[src/rtl/led_nios_pkg.sv]
// Shared types and constants for the sysid read arbiter.
// The sysid slave has two words: a fixed ID word and a build timestamp word.
package led_nios_pkg;

  typedef enum logic [1:0] {
    IDLE  = 2'd0,
    ISSUE = 2'd1,
    RESP  = 2'd2
  } state_t;

  localparam logic SYSID_ADDR_ID = 1'b0;
  localparam logic SYSID_ADDR_TS = 1'b1;

  localparam int DEFAULT_DATA_W = 32;

endpackage

[src/rtl/led_nios_rr_arbiter.sv]
// Combinational round-robin pick: the first requester found at or after
// last_grant+1, wrapping modulo NUM_REQ.
module led_nios_rr_arbiter
  import led_nios_pkg::*;
#(
  parameter int NUM_REQ = 2
) (
  input  logic [NUM_REQ-1:0]                        req,
  input  logic [((NUM_REQ > 1) ? $clog2(NUM_REQ) : 1)-1:0] last_grant,
  output logic [NUM_REQ-1:0]                        grant_onehot,
  output logic [((NUM_REQ > 1) ? $clog2(NUM_REQ) : 1)-1:0] grant_index
);

  localparam int PTR_W = (NUM_REQ > 1) ? $clog2(NUM_REQ) : 1;

  logic [PTR_W-1:0] cand;
  logic             found;

  always_comb begin
    grant_onehot = '0;
    grant_index  = '0;
    found        = 1'b0;
    cand         = '0;
    for (int k = 1; k <= NUM_REQ; k++) begin
      cand = PTR_W'((int'(last_grant) + k) % NUM_REQ);
      if (!found && req[cand]) begin
        found              = 1'b1;
        grant_onehot[cand] = 1'b1;
        grant_index        = cand;
      end
    end
  end

endmodule

[src/rtl/led_nios_sysid_arbiter.sv]
// Serializes reads from NUM_REQ masters onto the single sysid slave:
// IDLE arbitrates, ISSUE accepts and captures, RESP returns readdatavalid.
module led_nios_sysid_arbiter
  import led_nios_pkg::*;
#(
  parameter int NUM_REQ = 2,
  parameter int DATA_W  = DEFAULT_DATA_W
) (
  input  logic               clock,
  input  logic               reset,
  input  logic [NUM_REQ-1:0] req_read,
  input  logic [NUM_REQ-1:0] req_address,
  output logic [NUM_REQ-1:0] req_waitrequest,
  output logic [NUM_REQ-1:0] req_readdatavalid,
  output logic [DATA_W-1:0]  req_readdata,
  output logic               sysid_address,
  input  logic [DATA_W-1:0]  sysid_readdata,
  output logic               busy
);

  localparam int PTR_W = (NUM_REQ > 1) ? $clog2(NUM_REQ) : 1;

  state_t             state_reg, state_next;
  logic [PTR_W-1:0]   grant_reg;
  logic [PTR_W-1:0]   last_grant_reg;
  logic [NUM_REQ-1:0] grant_oh_reg;
  logic [DATA_W-1:0]  readdata_reg;
  logic               sysid_address_reg;
  logic [PTR_W-1:0]   pick_index;
  logic [NUM_REQ-1:0] pick_onehot;
  logic               any_req;

  assign any_req = |req_read;

  led_nios_rr_arbiter #(
    .NUM_REQ(NUM_REQ)
  ) u_rr (
    .req          (req_read),
    .last_grant   (last_grant_reg),
    .grant_onehot (pick_onehot),
    .grant_index  (pick_index)
  );

  always_comb begin
    state_next = state_reg;
    case (state_reg)
      IDLE:    state_next = any_req ? ISSUE : IDLE;
      ISSUE:   state_next = RESP;
      RESP:    state_next = IDLE;
      default: state_next = IDLE;
    endcase
  end

  // Reset starts with last_grant at the top index so requester 0 wins first.
  always_ff @(posedge clock) begin
    if (reset) begin
      state_reg         <= IDLE;
      grant_reg         <= '0;
      grant_oh_reg      <= '0;
      last_grant_reg    <= PTR_W'(NUM_REQ - 1);
      readdata_reg      <= '0;
      sysid_address_reg <= SYSID_ADDR_ID;
    end else begin
      state_reg <= state_next;
      case (state_reg)
        IDLE: begin
          if (any_req) begin
            grant_reg         <= pick_index;
            grant_oh_reg      <= pick_onehot;
            sysid_address_reg <= req_address[pick_index];
          end
        end
        ISSUE: begin
          readdata_reg   <= sysid_readdata;
          last_grant_reg <= grant_reg;
        end
        RESP: begin
          sysid_address_reg <= SYSID_ADDR_ID;
        end
        default: ;
      endcase
    end
  end

  // Waitrequest follows the strobe, so an idle requester is never stalled.
  generate
    for (genvar gi = 0; gi < NUM_REQ; gi++) begin : g_req
      assign req_waitrequest[gi]   = req_read[gi] &
                                     ~((state_reg == ISSUE) & grant_oh_reg[gi]);
      assign req_readdatavalid[gi] = (state_reg == RESP) & grant_oh_reg[gi];
    end
  endgenerate

  assign req_readdata  = readdata_reg;
  assign sysid_address = sysid_address_reg;
  assign busy          = (state_reg != IDLE);

endmodule

[config.mk]
export PLATFORM = sky130hd
export DESIGN_NAME = led_nios_sysid_arbiter
export DESIGN_NICKNAME = d
export VERILOG_FILES = /design/src/rtl/led_nios_pkg.sv /design/src/rtl/led_nios_rr_arbiter.sv /design/src/rtl/led_nios_sysid_arbiter.sv
export SDC_FILE = /design/constraint.sdc
export NUM_CORES = 1
export LEC_CHECK = 0
export CAP_MARGIN = 25
export CORE_ASPECT_RATIO = 1.4
export CORE_MARGIN = 5
export CORE_UTILIZATION = 55
export DETAILED_ROUTE_END_ITERATION = 10
export DONT_BUFFER_PORTS = 1
export PLACE_DENSITY = 0.8
export SYNTH_ARGS = -nofsm -noshare
export SYNTH_HDL_FRONTEND = slang
export SYNTH_SLANG_ARGS = --single-unit
[constraint.sdc]
create_clock -name clock -period 3.1 [get_ports clock]
set_clock_uncertainty 0.2 [all_clocks]
set_input_delay 0.93 -clock clock [delete_from_list [all_inputs] [get_ports clock]]
set_output_delay 0.93 -clock clock [all_outputs]
set_load 0.05 [all_outputs]
Yosys cells after proc, flatten, opt, wreduce, memory -nomap -nowiden:

Cells that the tools add are included.

* input port bits: 38
* bits in read-only memories: 0
* latch bits: 0
* word-level logic and storage cells: 54
* memories: 0
* bits in writable memories: 0
* output and inout port bits: 38
* register bits after elaboration: 39

* muxes and demuxes: 19
* shift operators: 0
* multipliers: 0
* reductions and logical operators: 10
* $add $sub $neg: 2
* divide/modulo/power cells: 0
* bitwise gates (word level): 9
* eq/ne operators: 3
* order comparisons: 5

Operator list (count)
* 1-bit 2-to-1 mux: 13
* 1-bit AND: 6
* 1-bit by 2-bit less-than comparator with 1-bit output (second input constant): 3
* 2-bit 2-to-1 mux: 2
* 2-bit case mux with 2 select lines: 1
* 2-bit AND reduction: 2
* 2-bit nonzero test: 2
* 1-bit logical AND: 3
* 1-bit adder (second input constant): 2
* 1-bit demux with 1-bit select: 2
* 2-bit by 1-bit equality test with 1-bit output (second input constant): 1
* 2-bit equality test (second input constant): 1
* 1-bit >= comparator (second input constant): 2
* 2-bit zero test: 1
* 2-bit inequality test (second input constant): 1
* 1-bit NOT: 2
* 2-bit bitwise OR: 1
* 1-bit case mux with 2 select lines: 1
* 2-bit OR reduction: 1
* 1-bit zero test: 1

Logic depth before layout (Yosys ltp):

Gate-level depths: netlist (run 1).

* depth after elaboration: 11
* gate-level depth with buffers: 5
* depth with buffers taken out: 4

Cells and area by module:

Synthesis (run 1) repeated with hierarchy kept, for this count alone.

* cell total of the unflattened synthesis: 180
* area total of the unflattened synthesis: 1466.4 µm²

Modules (own cells, without submodules)
* led_nios_sysid_arbiter: area each 1440.1 µm², cells each 176, times used 1
* led_nios_rr_arbiter: area each 26.3 µm², cells each 4, times used 1

Worst setup path before layout (run 1):

OpenSTA, ideal clock, no wires.

* kind: input to output
* start: input port req_read[1]
* end: output port req_waitrequest[1]
* required time: 1.970 ns
* path slack: 0.238 ns
* data arrival time: 1.732 ns
* stages: 2
* path through: inv_1 > a21oi_1

* longest elaborated chain between the ends: 1

Ends and longest elaborated chain
* start, declared: line led_nios_sysid_arbiter.sv:11 `input logic [NUM_REQ-1:0] req_read,`
* 1-bit AND: line led_nios_sysid_arbiter.sv:88 `assign req_waitrequest[gi] = req_read[gi] &`
* end, declared: line led_nios_sysid_arbiter.sv:13 `output logic [NUM_REQ-1:0] req_waitrequest,`

Every way passes these cells.

Worst setup path after layout (run 1):

* start: input port req_read[0]
* end: output port req_waitrequest[0]

The elaborated chain is that of the path after synthesis.

==> impl_metrics.csv, run 1 <==
group,metric,value,unit
layout,drive_gt1_frac,0.267,
timing,holdWs,255,ps
power_and_ir_drop,intPower,835,uW
layout,multi_input_area,691,um2
placed_design,detailed_place_hpwl,2560,um
layout,fillers,251,
route,drtPass1Iterations,3,
worst_setup_path,path_max_fanout,7,
worst_setup_path,required,1970,ps
worst_setup_path,path_cells,"a21boi_1 -> buf_4",
cts,cts_root_buf,"clkbuf_8",
cts,cts_tree,"done",
layout,fin_cells,217,
synthesis,synth_cells,180,
cts,cts_buffer_depth,2,
floorplan,row_count,23,
cts,cts-resized-gates,0,
layout,utilization,0.596,
placed_design,dpl.cell_count,209,
synthesis,synth_xor_area_frac,0,
synthesis,ys_types,25,
synthesis,syn_area,0.00159,mm2
layout,fin_nets,217,
timing,hold_violations,0,
synthesis,ys_seq_elements,39,
cts,cts_setup_buffers,0,
route,routed_via_density,5.45,
power_and_ir_drop,p_seq_frac,0.549,
power_and_ir_drop,combPwrFrac,0.098,
cts,cts_buffers,5,
timing,slew_violations,0,
power_and_ir_drop,p_sw,356,uW
synthesis,synth_compound_area_frac,0.212,
timing,fmax,0.408,GHz
placed_design,io_buffer_count,0,
timing,worst_pin_slew,629,ps
power_and_ir_drop,finalPower,1.19,mW
timing,fin_crit,2450,ps
worst_setup_path,critPathArrivalTime,1320,ps
power_and_ir_drop,swShare,0.299,
route,ant_nets,0,
grt,grt_max_degree,40,
synthesis,synth-simple-area-share,0.223,
worst_setup_path,crit_path_top_delay_cell,"buf_4",
placed_design,dpl-instance-area,0.00156,mm2
route,drtIter0Drc,18,
hold_path,hp-class,"flop to flop",
layout,layout_commonest_cell,"nand2_1",
layout,largest_reg_flops,32,
synthesis,muxShareOfSynthArea,0,
outcome,status,"finished, final reports clean",
grt,gr-total-overflow,0,
cts,clkSinkCount,39,
route,wl_per_cell,15.8,um
cts,clk_pin_slew,70,ps
synthesis,synth_fp_nets,218,
synthesis,syn_avg_cell_area,8.81,um2
worst_setup_path,path_class,"input pin to output port",
route,wl,3420,um
floorplan,fp.dieH,73.5,um
worst_setup_path,cp_top_family,"buffers and inverters",
layout,seq_area,781,um2
synthesis,synth_top_family_by_area,"simple AND/OR/NAND/NOR gates",
cts,ctsHoldBuffers,0,
floorplan,design.die.area,0.00407,mm2
timing,setup_ws,650,ps
route,num_vias,1183,
layout,design_area,0.00168,mm2
floorplan,ioPinCount,76,
timing,finalSetupViolCount,0,
floorplan,die_w,55.4,um
layout,final_cell_mix,"nand2_1 (61), dfxtp_1 (39), a21oi_2 (27)",
floorplan,initial_core_util,0.562,
worst_setup_path,slowest_delay,220,ps
layout,diodes,0,
worst_setup_path,crit_buf_inv,1,
timing,slew_headroom,0.581,
synthesis,synth_seq_area_share,0.493,
synthesis,yosys_warnings,0,
grt,grt_pass1_wl,5680,um
floorplan,core,0.00282,mm2
grt,grt_use_total,0.175,
run,cap_violations,0,
grt,grt_pass1_vias,1294,
power_and_ir_drop,max-vdd-ir-drop,444,uV
power_and_ir_drop,p_per_area,709,mW/mm2
cts,h-tree-depth,2,
worst_setup_path,cp-end-kind,"output port",
cts,clkLatencyLatePin,280,ps
route,drc,0,
power_and_ir_drop,leakage,0.596,nW
worst_setup_path,start_kind,"input pin",
placed_design,dpl_worst_slack,648,ps
synthesis,synth_fa_ha_area_frac,0,
placed_design,globalplace.congestion,0.753,
timing,period_share,0.790,
timing,fin_tns_setup,0,ps
power_and_ir_drop,power_frac_clock,0.353,
layout,syn2layout_area_growth,6.00,%
timing,rsz0062_at_grt,"false",
grt,antenna_found_initial,0,
synthesized netlist by cell type, drive strengths merged:
library cell  count  area share
and3              2      0.0079
a221oi            1      0.0055
or3b              1      0.0055
inv               4      0.0095
dfxtp            39        0.49
buf              11       0.062
nor2b             1      0.0039
a21boi            2      0.0095
nand3b            1      0.0047
a21oi            36        0.18
a2bb2oi           1      0.0055
nor3              1      0.0032
nand2            69        0.18
clkbuf            1      0.0024
nand2b            2      0.0079
o31a              1      0.0055
nor2              3      0.0071
o21ai             1      0.0032
o21bai            1      0.0047
nand3             2      0.0063
final timing paths:
check	from	to	slack [ps]	cells past startpoint
setup reg to reg	state_reg[1]	req_readdata[6]	1220	4
setup / recovery	req_read[0]	req_waitrequest[0]	650	2
hold reg to reg	grant_reg	grant_reg	250	2
hold / removal	grant_reg	grant_reg	250	2
final cells by class:
cell class	count	share of cell area
Clock buffer	6	0.0491
Clock inverter	2	0.0208
Inverter	4	0.00894
Multi-Input combinational cell	125	0.411
Sequential cell	39	0.465
Tap cell	37	0.0276
Timing Repair Buffer	4	0.0179
cell families after synthesis:
group           Yosys count
buf+inv                  16
flops                    39
simple gates             82
compound gates           43
per-layer routing:
layer	track usage	wire, um	vias to the layer above
li1	-	-	578
met3	0.0967	419	7
met5	0	0	-
met4	0.0784	63	0
met1	0.154	1180	539
met2	0.324	1760	59
power by group through the flow:
| stage | clock (mW) | sequential (mW) | combinational, mW |
|---|---|---|---|
| 2_1_floorplan | 0 | 0.657 | 0.123 |
| 3_3_place_gp | 0 | 0.664 | 0.110 |
| 3_5_place_dp | 0 | 0.665 | 0.118 |
| 4_1_cts | 0.432 | 0.654 | 0.118 |
| 5_1_grt | 0.457 | 0.658 | 0.130 |
| 6_report | 0.421 | 0.654 | 0.116 |
worst min-delay path: stages (launching register included):
cell	delay (ps)
dfxtp_1	310
nand2_1	50
a21oi_1	50
Note: power is estimated with default switching activity, not from simulation.
==> run 2, diff against run 1 <==
==> constraint.sdc (replaced) <==
create_clock -name clock -period 2.3 [get_ports clock]
set_clock_uncertainty 0.2 [all_clocks]
set_input_delay 0.69 -clock clock [delete_from_list [all_inputs] [get_ports clock]]
set_output_delay 0.69 -clock clock [all_outputs]
set_load 0.05 [all_outputs]
==> impl_metrics.csv, run 2 (synthesized netlist as in run 1, its figures left out) <==
group,metric,value,unit
hold_path,hp-class,"flop to flop",
grt,grt_pass1_vias,1235,
cts,cts_buffer_depth,2,
hold_path,min_from,"grant_reg",
layout,fin_nets,217,
floorplan,fp.dieH,73.5,um
worst_setup_path,start_kind,"flop",
worst_setup_path,worstRegToRegCells,3,
cts,cts_root_buf,"clkbuf_8",
timing,period_share,0.920,
placed_design,io_buffer_count,0,
timing,rsz0062_at_grt,"false",
timing,finalSetupViolCount,0,
worst_setup_path,r2r_start,"state_reg[1]",
power_and_ir_drop,max-vdd-ir-drop,634,uV
floorplan,die_w,55.4,um
layout,layout_commonest_cell,"nand2_1",
route,routed_via_density,5.59,
cts,clkSinkCount,39,
floorplan,initial_core_util,0.562,
layout,fillers,259,
grt,grt_pass1_wl,5580,um
cts,cts_tree,"done",
hold_path,holdPathStages,2,
worst_setup_path,cp-end-kind,"output port",
layout,fin_cells,217,
worst_setup_path,critPathArrivalTime,1220,ps
layout,diodes,0,
cts,clkLatencyLatePin,280,ps
cts,cts-resized-gates,0,
layout,drive_gt1_frac,0.278,
layout,final_cell_mix,"nand2_1 (61), dfxtp_1 (39), a21oi_2 (28)",
worst_setup_path,slowest_delay,420,ps
floorplan,ioPinCount,76,
timing,fmax,0.473,GHz
cts,ctsHoldBuffers,0,
grt,gr-total-overflow,0,
timing,slew_violations,0,
route,ant_nets,0,
route,drt-met1-wl,1190,um
placed_design,detailed_place_hpwl,2400,um
route,wl,3340,um
placed_design,dpl.cell_count,209,
worst_setup_path,r2r_setup_slack,710,ps
grt,antenna_found_initial,0,
timing,worst_pin_slew,534,ps
outcome,status,"finished, final reports clean",
grt,grt_max_degree,40,
layout,design_area,0.00167,mm2
placed_design,dpl-instance-area,0.00157,mm2
timing,slew_headroom,0.644,
power_and_ir_drop,finalPower,1.53,mW
layout,largest_reg_flops,32,
cts,cts_setup_buffers,0,
route,route.met3.wl,427,um
worst_setup_path,r2r-end,"sysid_address",
layout,syn2layout_area_growth,5.60,%
timing,fin_crit,2110,ps
timing,fin_tns_setup,0,ps
placed_design,globalplace.congestion,0.742,
timing,hold_violations,0,
worst_setup_path,path_cells,"nor2b_2 -> a21oi_2 -> buf_4",
cts,cts_buffers,5,
layout,multi_input_area,698,um2
route,wl_per_cell,15.4,um
hold_path,whs_endpoint,"grant_reg",
power_and_ir_drop,leakage,0.586,nW
route,routed.top_layer,"met4",
cts,h-tree-depth,2,
cts,clk_pin_slew,70,ps
worst_setup_path,crit_path_top_delay_cell,"dfxtp_1",
route,num_vias,1212,
floorplan,design.die.area,0.00407,mm2
route,wl_met2,1640,um
grt,grt_use_total,0.173,
run,cap_violations,0,
route,drtPass1Iterations,4,
route,drtIter0Drc,39,
layout,seq_area,781,um2
power_and_ir_drop,p_per_area,913,mW/mm2
worst_setup_path,path_max_fanout,6,
floorplan,core,0.00282,mm2
worst_setup_path,required,1410,ps
route,drc,0,
floorplan,row_count,23,
worst_setup_path,path_class,"flop to output port",
## run 2: worst max-delay path by stage
stage	startpoint	to	cells after the start
after floorplan	state_reg[0]	req_waitrequest[1]	4
after global placement	req_read[1]	req_waitrequest[1]	3
after detailed placement	req_read[1]	req_waitrequest[1]	3
after CTS	state_reg[1]	req_readdatavalid[1]	1
after global routing	state_reg[1]	busy	2
final	state_reg[0]	req_waitrequest[1]	3
## run 2: area by class of cell
| class | instances | area share |
|---|---|---|
| Sequential cell | 39 | 0.466 |
| Multi-Input combinational cell | 125 | 0.417 |
| Clock buffer | 7 | 0.0575 |
| Tap cell | 37 | 0.0277 |
| Timing Repair Buffer | 4 | 0.0179 |
| Inverter | 4 | 0.00897 |
| Clock inverter | 1 | 0.00448 |
## run 2: metal layers
layer,track usage,vias up
met5,0,-
met4,0.0730,0
met3,0.100,14
met2,0.304,74
met1,0.163,545
li1,-,579
## run 2: stage by stage
stage	utilization	setup slack (ps)	hold WS, ps
2_1_floorplan	-	200	237
3_3_place_gp	0.557	380	242
3_5_place_dp	0.557	364	252
4_1_cts	0.594	167	248
5_1_grt	0.594	98.1	238
6_report	0.594	185	257
## run 2: critical path, delay by kind of cell (launching register included)
| kind | cells | cell delay (ps) |
|---|---|---|
| flops | 1 | 420 |
| simple gates | 1 | 260 |
| buf+inv | 1 | 190 |
| compound gates | 1 | 80 |
## run 2: report_power, final
group | internal, mW | total, mW | switching [mW]
clock | 0.272 | 0.489 | 0.216
combinational | 0.0555 | 0.159 | 0.103
sequential | 0.721 | 0.881 | 0.160
==> run 3, diff against run 2 <==
--- a/config.mk
+++ b/config.mk
@@ -9,6 +9,7 @@
 export CORE_ASPECT_RATIO = 1.4
 export CORE_MARGIN = 5
 export CORE_UTILIZATION = 55
+export CTS_CLUSTER_DIAMETER = 60
 export DETAILED_ROUTE_END_ITERATION = 10
 export DONT_BUFFER_PORTS = 1
 export PLACE_DENSITY = 0.8
==> results of run 3 <==
Final layout, timing and power as in run 2 (identical DEF).
